--- src/rtl/pito_pkg.sv ---
// Shared APB widths, loader state encoding and request record for the pito APB loader.
package pito_pkg;

  localparam int unsigned APB_ADDR_WIDTH = 32;
  localparam int unsigned APB_DATA_WIDTH = 32;

  typedef enum logic [1:0] {
    LDR_IDLE   = 2'd0,
    LDR_SETUP  = 2'd1,
    LDR_ACCESS = 2'd2
  } ldr_state_e;

  typedef struct packed {
    logic                      write;
    logic [APB_ADDR_WIDTH-1:0] addr;
    logic [APB_DATA_WIDTH-1:0] wdata;
  } apb_req_t;

endpackage

--- src/rtl/pito_apb_req_fifo.sv ---
// Request buffer for the APB loader: power-of-two depth, show-ahead head, async active-high reset.
module pito_apb_req_fifo #(
  parameter int unsigned WIDTH = 65,
  parameter int unsigned DEPTH = 4
) (
  input  logic             clk,
  input  logic             rst,
  input  logic             push,
  input  logic [WIDTH-1:0] wdata,
  input  logic             pop,
  output logic [WIDTH-1:0] rdata,
  output logic             full,
  output logic             empty
);

  localparam int unsigned AW = $clog2(DEPTH);
  localparam int unsigned CW = AW + 1;

  if (DEPTH < 2 || (DEPTH & (DEPTH - 1)) != 0) begin : g_bad_depth
    $error("pito_apb_req_fifo: DEPTH must be a power of two and at least 2");
  end

  logic [WIDTH-1:0] mem [DEPTH];
  logic [AW-1:0]    wr_ptr, rd_ptr;
  logic [CW-1:0]    count;

  assign full  = (count == CW'(DEPTH));
  assign empty = (count == '0);
  assign rdata = mem[rd_ptr];

  // Storage carries no reset; only the pointers define validity.
  always_ff @(posedge clk) begin
    if (push) mem[wr_ptr] <= wdata;
  end

  always_ff @(posedge clk or posedge rst) begin
    if (rst) begin
      wr_ptr <= '0;
      rd_ptr <= '0;
      count  <= '0;
    end else begin
      if (push) wr_ptr <= wr_ptr + 1'b1;
      if (pop)  rd_ptr <= rd_ptr + 1'b1;
      case ({push, pop})
        2'b10:   count <= count + 1'b1;
        2'b01:   count <= count - 1'b1;
        default: count <= count;
      endcase
    end
  end

endmodule

--- src/rtl/pito_apb_loader.sv ---
// Queues read/write requests and replays them as APB master transfers, one per two cycles.
// Optional ACCESS watchdog enabled by defining PITO_APB_LOADER_TIMEOUT_EN.
module pito_apb_loader
  import pito_pkg::*;
#(
  parameter int unsigned ADDR_WIDTH     = APB_ADDR_WIDTH,
  parameter int unsigned DATA_WIDTH     = APB_DATA_WIDTH,
  parameter int unsigned FIFO_DEPTH     = 4,
  parameter int unsigned TIMEOUT_CYCLES = 256
) (
  input  logic                    clk,
  input  logic                    rst,
  input  logic                    req_valid,
  output logic                    req_ready,
  input  logic                    req_write,
  input  logic [ADDR_WIDTH-1:0]   req_addr,
  input  logic [DATA_WIDTH-1:0]   req_wdata,
  output logic                    rsp_valid,
  output logic [DATA_WIDTH-1:0]   rsp_rdata,
  output logic                    rsp_err,
  output logic                    busy,
  output logic [ADDR_WIDTH-1:0]   paddr,
  output logic                    psel,
  output logic                    penable,
  output logic                    pwrite,
  output logic [DATA_WIDTH-1:0]   pwdata,
  output logic [DATA_WIDTH/8-1:0] pstrb,
  input  logic                    pready,
  input  logic [DATA_WIDTH-1:0]   prdata,
  input  logic                    pslverr
);

  localparam int unsigned REQ_W = 1 + ADDR_WIDTH + DATA_WIDTH;

  if (TIMEOUT_CYCLES < 1) begin : g_bad_tmo
    $error("pito_apb_loader: TIMEOUT_CYCLES must be at least 1");
  end

  ldr_state_e            state;
  logic [REQ_W-1:0]      fifo_dout;
  logic                  fifo_full, fifo_empty;
  logic                  push, pop, timeout, xfer_done;
  logic                  head_write;
  logic [ADDR_WIDTH-1:0] head_addr;
  logic [DATA_WIDTH-1:0] head_wdata;

  assign req_ready = !fifo_full && !rst;
  assign push      = req_valid && req_ready;
  assign {head_write, head_addr, head_wdata} = fifo_dout;

  pito_apb_req_fifo #(
    .WIDTH (REQ_W),
    .DEPTH (FIFO_DEPTH)
  ) u_fifo (
    .clk   (clk),
    .rst   (rst),
    .push  (push),
    .wdata ({req_write, req_addr, req_wdata}),
    .pop   (pop),
    .rdata (fifo_dout),
    .full  (fifo_full),
    .empty (fifo_empty)
  );

`ifdef PITO_APB_LOADER_TIMEOUT_EN
  localparam int unsigned TW = $clog2(TIMEOUT_CYCLES + 1);
  logic [TW-1:0] tmo_cnt;

  // Counts stalled ACCESS cycles; restarts on every fresh transfer.
  always_ff @(posedge clk or posedge rst) begin
    if (rst)                     tmo_cnt <= '0;
    else if (state != LDR_ACCESS) tmo_cnt <= '0;
    else if (!pready)            tmo_cnt <= tmo_cnt + 1'b1;
  end

  assign timeout = (state == LDR_ACCESS) && !pready && (tmo_cnt == TW'(TIMEOUT_CYCLES - 1));
`else
  assign timeout = 1'b0;
`endif

  assign xfer_done = (state == LDR_ACCESS) && (pready || timeout);
  // Next head is launched straight out of ACCESS so back-to-back transfers skip IDLE.
  assign pop  = !fifo_empty && ((state == LDR_IDLE) || xfer_done);
  assign busy = (state != LDR_IDLE) || !fifo_empty || rsp_valid;

  always_ff @(posedge clk or posedge rst) begin
    if (rst) begin
      state     <= LDR_IDLE;
      psel      <= 1'b0;
      penable   <= 1'b0;
      pwrite    <= 1'b0;
      paddr     <= '0;
      pwdata    <= '0;
      pstrb     <= '0;
      rsp_valid <= 1'b0;
      rsp_err   <= 1'b0;
      rsp_rdata <= '0;
    end else begin
      rsp_valid <= 1'b0;
      case (state)
        LDR_SETUP: begin
          penable <= 1'b1;
          state   <= LDR_ACCESS;
        end
        LDR_ACCESS: begin
          if (xfer_done) begin
            rsp_valid <= 1'b1;
            rsp_err   <= pslverr || timeout;
            rsp_rdata <= (pwrite || timeout) ? '0 : prdata;
            psel      <= 1'b0;
            penable   <= 1'b0;
            state     <= LDR_IDLE;
          end
        end
        default: state <= LDR_IDLE;
      endcase
      if (pop) begin
        paddr   <= head_addr;
        pwrite  <= head_write;
        pwdata  <= head_wdata;
        pstrb   <= {(DATA_WIDTH/8){head_write}};
        psel    <= 1'b1;
        penable <= 1'b0;
        state   <= LDR_SETUP;
      end
    end
  end

endmodule

--- config.mk ---
export PLATFORM = sky130hd
export DESIGN_NAME = pito_apb_loader
export DESIGN_NICKNAME = d
export VERILOG_FILES = /design/src/rtl/pito_pkg.sv /design/src/rtl/pito_apb_req_fifo.sv /design/src/rtl/pito_apb_loader.sv
export SDC_FILE = /design/constraint.sdc
export NUM_CORES = 1
export LEC_CHECK = 0
export CORE_MARGIN = 4
export CORE_UTILIZATION = 45
export CTS_CLUSTER_SIZE = 14
export DETAILED_ROUTE_END_ITERATION = 12
export PLACE_DENSITY = 0.68
export SETUP_SLACK_MARGIN = 0.2
export SLEW_MARGIN = 15
export SYNTH_ARGS = -nofsm -noshare
export SYNTH_HDL_FRONTEND = slang
export SYNTH_HIERARCHICAL = 1
export SYNTH_SLANG_ARGS = --single-unit
--- constraint.sdc ---
create_clock -name clk -period 9.43 [get_ports clk]
set_input_delay 1.886 -clock clk [delete_from_list [all_inputs] [get_ports clk]]
set_output_delay 1.886 -clock clk [all_outputs]
set_load 0.02 [all_outputs]
**Yosys cells after proc, flatten, opt, wreduce, memory -nomap -nowiden**

Memory sizes are Yosys's and may differ from the RTL's.
Index checks and enable logic that the tools add are counted.

- Equality and inequality tests: 6
- Add/sub/neg operators: 4
- Reduce and logical (&&, ||, !) cells: 20
- Multiplexer cells: 14

Operator list:

| operator | number |
|---|---|
| 2-to-1 mux 32 bit | 1 |
| 2-to-1 mux 1 bit | 8 |
| nonzero test 2 bit | 4 |
| one-hot mux 3 bit (2 select lines) | 1 |
| AND reduction 2 bit | 3 |
| adder 2 x 1 -> 2 bit (second input constant) | 2 |
| equality test 2 x 1 -> 1 bit (second input constant) | 2 |
| equality test 2 bit (second input constant) | 2 |
| logical AND 1 bit | 4 |
| 2-to-1 mux 2 bit | 2 |
| one-hot mux 2 bit (2 select lines) | 1 |
| adder 3 x 1 -> 3 bit (second input constant) | 1 |
| equality test 3 bit (second input constant) | 1 |
| logical NOT 1 bit | 3 |
| logical NOT 3 bit | 1 |
| logical OR 1 bit | 3 |
| inequality test 3 x 2 -> 1 bit (second input constant) | 1 |
| nonzero test 3 bit | 1 |
| subtractor 3 x 1 -> 3 bit (second input constant) | 1 |
| logical NOT 2 bit | 1 |
| one-hot mux 1 bit (2 select lines) | 1 |

- RAM bits: 260
- Bits of input ports: 102
- Memories kept: 1
- Output and inout port bits: 107
- Word-level logic and storage cells: 58
- Register bits: 111

Memory list:

| memory | words | width | read ports | clocked after memory_dff | write ports | RTL line | RTL |
|---|---|---|---|---|---|---|---|
| u_fifo.mem | 4 | 65 | 1 | 0 | 1 | pito_apb_req_fifo.sv:23 | `logic [WIDTH-1:0] mem [DEPTH];` |

**Depth between registers and ports, before layout**

- Depth in word-level cells: 6
- Gate-level depth with buffers: 11

**Modules after synthesis**

The synthesis kept the hierarchy.

By module, submodules not included:

| module | cells an instance | area an instance (µm²) | instances | seq. area each (µm²) |
|---|---|---|---|---|
| pito_apb_req_fifo | 377 | 9,816.9 | 1 | 7,982.7 |
| pito_apb_loader | 306 | 4,240.3 | 1 | 2,577.5 |

**Worst setup path after synthesis**

No wires, ideal clock.

- Path kind: input-to-reg
- From: in rst
- To: mem u_fifo.mem[0][0], enable pin
- Cell stages on the path: 3
- Library setup time: 0.430 ns
- Arrival time: 4.051 ns
- Path slack: 4.949 ns
- Data required time: 9.000 ns
- Path buffers: 0
- Cell sequence: nor2_1 -> and2_1 -> and2_1

- Word-level cells in the longest chain between the ends: 5

RTL lines:

| item | RTL line | RTL |
|---|---|---|
| from (decl) | pito_apb_loader.sv:12 | `input logic rst,` |
| logical NOT 1 bit (no source line) | -- |  |
| logical AND 1 bit | pito_apb_loader.sv:47 | `assign req_ready = !fifo_full && !rst;` |
| logical AND 1 bit | pito_apb_loader.sv:48 | `assign push = req_valid && req_ready;` |
| net push | pito_apb_loader.sv:42 | `logic push, pop, timeout, xfer_done;` |
| 2-to-1 mux 1 bit | pito_apb_req_fifo.sv:33 | `if (push) mem[wr_ptr] <= wdata;` |
| 2-to-1 mux 1 bit (implied by the code) | pito_apb_req_fifo.sv:33 |  |
| to (decl) | pito_apb_req_fifo.sv:23 |  |

The timed path passes the listed nets, and every way through them passes these cells.

**Final worst setup path**

- From: in rst
- To: out req_ready

- Word-level cells in the longest chain between the ends: 2

RTL lines:

| item | RTL line | RTL |
|---|---|---|
| logical NOT 1 bit (no source line) | -- |  |
| logical AND 1 bit | pito_apb_loader.sv:47 |  |
| to (decl) | pito_apb_loader.sv:14 | `output logic req_ready,` |

Every way passes these cells.

==> metrics.md <==
| Metric | Value |
|---|---|
| CTS H-Tree Depth | `2` |
| Die W | `185 um` |
| First-pass DRT Iterations | `4` |
| Worst endpoint required time | `7540 ps` |
| DP Area | `16400 sq um` |
| Clock Skew | `11.1 ps` |
| PwrDens | `328 nW/um^2` |
| Ranking of synthesized cells by area | `edfxtp_1, dfrtp_1, mux4_2` |
| Yosys warns | `6` |
| Seq pwr share | `41.6%` |
| RePlAce Congestion | `0.742` |
| Yosys top cell by area | `edfxtp_1` |
| Max Clk Rate | `200 MHz` |
| Row count | `64` |
| Routed wire length | `26.1 mm` |
| Clock buffer depth | `3` |
| Post-CTS Setup Bufs | `0` |
| Worst Setup Path Type | `in -> out` |
| Clock Sinks | `370` |
| Pre-CTS setup slack | `4420 ps` |
| Yosys reg bits | `370` |
| CTS tree | `built` |
| RSZ-0062 raised after global routing | `false` |
| Core area | `30700 sq um` |
| Number of I/O port buffers | `208` |
| CTS Hold Bufs | `0` |
| Setup violations, final | `0` |
| Fin nets | `1008` |
| Layout cells sized above 1 | `21.8%` |
| Crit-path max FO | `3` |
| CP Data Arrival Time | `3120 ps` |
| Area Overhead vs Synth | `25.3%` |
| Initial antenna violation count | `1` |
| Yosys cell types | `31` |
| Minimum clock period | `5010 ps` |
| Fill cells | `2316` |
| Most frequent cell after synthesis | `edfxtp_1` |
| Switching power | `0.00169 W` |
| Via density | `5.02` |
| Hpwl dp | `15.1 mm` |
| CTS buffer count | `39` |
| Vias in the first global route | `7046` |
| Synth Cell Area | `14100 sq um` |
| Worst vdd ir | `183 uV` |
| Post-synth top area share | `55.5%` |
| Pin count of the biggest net entering global routing | `67` |
| Max_slew headroom | `28.2%` |
| Crit share post-route | `53.1%` |
| Synth Net Count | `791` |
| Final instance area | `17600 sq um` |
| Slew @ Worst Pin | `1080 ps` |
| Clk pwr share | `25.3%` |
| Root buffer selected by CTS | `clkbuf_16` |
| Routed WL per cell | `19.7 um` |
| Post-synth top cells | `edfxtp_1, dfrtp_1, mux4_2` |
| Setup tns final | `0 ps` |
| Outcome | `complete, no violations` |
| Die height | `185 um` |
| P_leak | `6.32 nW` |
| EDFF count, synth | `260` |
| Hold Path Class | `reg -> reg` |
| DR iter-0 viols | `292` |
| Worst setup margin | `4420 ps` |
| Cell count after synthesis | `683` |
| GR Util All Layers | `15.3%` |
| Max-cap violation count | `0` |
| Setup crit end kind | `primary output` |
| CP Launch Type | `primary input` |
| # IOs | `209` |
| Final ANT Viol Nets | `0` |
| First-pass GRT wire length | `40.4 mm` |
| Avg Inst Size Synth | `20.6 sq um` |
| Post_cts resized | `0` |
| Clock latency on the worst-skew pair | `500 ps` |
| # DRC | `0` |
| Logic pwr share | `33.1%` |
| Ys flop type | `edfxtp_1` |
| Int Pwr | `0.00408 W` |
| Pins Over Slew Limit | `0` |
| Total gr overflow | `0` |
| Clock transition at path regs | `60 ps` |
| Fraction of registers with async set/reset | `29.7%` |
| Final Hold Viols | `0` |
| Seq/Total Area, Yosys | `75.1%` |
| Switching share of power | `29.2%` |
| Vias post-DR | `6661` |
| Die Area | `34100 sq um` |
| Starting Density | `45.8%` |
[routing by layer]
| layer | global-route usage [%] | up-vias | share of wire, % |
|---|---|---|---|
| met5 | 0 | - | 0.050 |
| met1 | 20.2 | 3382 | 43 |
| met4 | 3.46 | 2 | 1.7 |
| met2 | 26.1 | 174 | 50 |
| li1 | - | 3061 | - |
| met3 | 3.63 | 42 | 5.8 |
[worst max-delay path: stages]
cell             delay, ps
clkdlybuf4s50_1        470
nor2_1                 140
clkdlybuf4s50_1        620
[final cells by class]
class	instances	area [sq um]	share of cell area (%)
flip-flops and latches	370	10600	60.0
inverters	10	40.0	0.227
well taps	396	495	2.81
repair buffers	212	2110	12.0
clock inverters	16	128	0.725
clock buffers	55	1120	6.35
diodes	1	2.50	0.0142
multi-input cells	267	3150	17.9
[per-stage QoR]
stage | power, W | util (%) | hold WS (ps) | std cells
floorplan | 0.00374 | - | 457 | 683
global placement | 0.00436 | 53.4 | 461 | 1255
detailed placement | 0.00439 | 53.4 | 470 | 1255
CTS | 0.00587 | 57.4 | 483 | 1326
global route | 0.00608 | 57.4 | 507 | 1326
finish | 0.00577 | 57.4 | 474 | 1327
[worst paths after layout]
check	slack (ps)	to	depth (start not counted)	start
max in group asynchronous	6350	paddr[31]	3	rst
max reg2reg	6860	paddr[9]	3	u_fifo/rd_ptr[0]
min in group asynchronous	1740	u_fifo/wr_ptr[0]	2	rst
min reg2reg	470	rsp_rdata[8]	2	rsp_rdata[8]
min	470	rsp_rdata[8]	2	rsp_rdata[8]
max	4420	req_ready	3	rst
[cells by family after synthesis]
kind of cell | synth area share [%]
mux | 16.9
flops | 75.1
simple gates | 3.14
fa+ha+maj | 0.587
buf+inv | 2.55
compound gates | 1.34
xor+xnor | 0.374
[cells in the final DEF, fill, tap and decap left out, types with 2 or more instances in the layout]
cell type        netlist  routed
edfxtp_1             260     260
clkdlybuf4s50_1        0     208
dfrtp_1              110     108
mux4_2                65      65
clkbuf_16              0      41
mux2_4                39      39
nand2_1               35      35
o21ai_0               34      34
nand2b_1              32      32
mux2_2                27      27
clkbuf_1               6      10
inv_1                 10       9
clkinv_2               0       9
and2_4                 1       5
ha_1                   5       5
nor2_1                 4       4
clkinv_1               0       4
clkbuf_8               0       4
buf_4                  7       4
xor2_1                 4       4
and2_1                 6       2
mux2i_1                2       2
a21oi_1                2       2
nor3_1                 2       2
bufinv_16              0       2
xnor2_1                2       2
dfrtp_4                0       2
[sequential cells by signal, indices dropped and copies added, names as in the netlist, 2 cells and up]
signal         flops
u_fifo/count       3
state              2
paddr             32
pwdata            32
rsp_rdata         32
u_fifo/rd_ptr      2
u_fifo/wr_ptr      2
u_fifo/mem       260
[power groups by stage]
stage / Clock (W) / Combinational [W] / Sequential [W]
floorplan: 0 / 0.00119 / 0.00254
global placement: 0 / 0.00191 / 0.00244
detailed placement: 0 / 0.00194 / 0.00245
CTS: 0.00151 / 0.00195 / 0.00242
global route: 0.00158 / 0.00205 / 0.00246
finish: 0.00146 / 0.00191 / 0.00240
No activity file was read; power rests on OpenSTA's default activity.
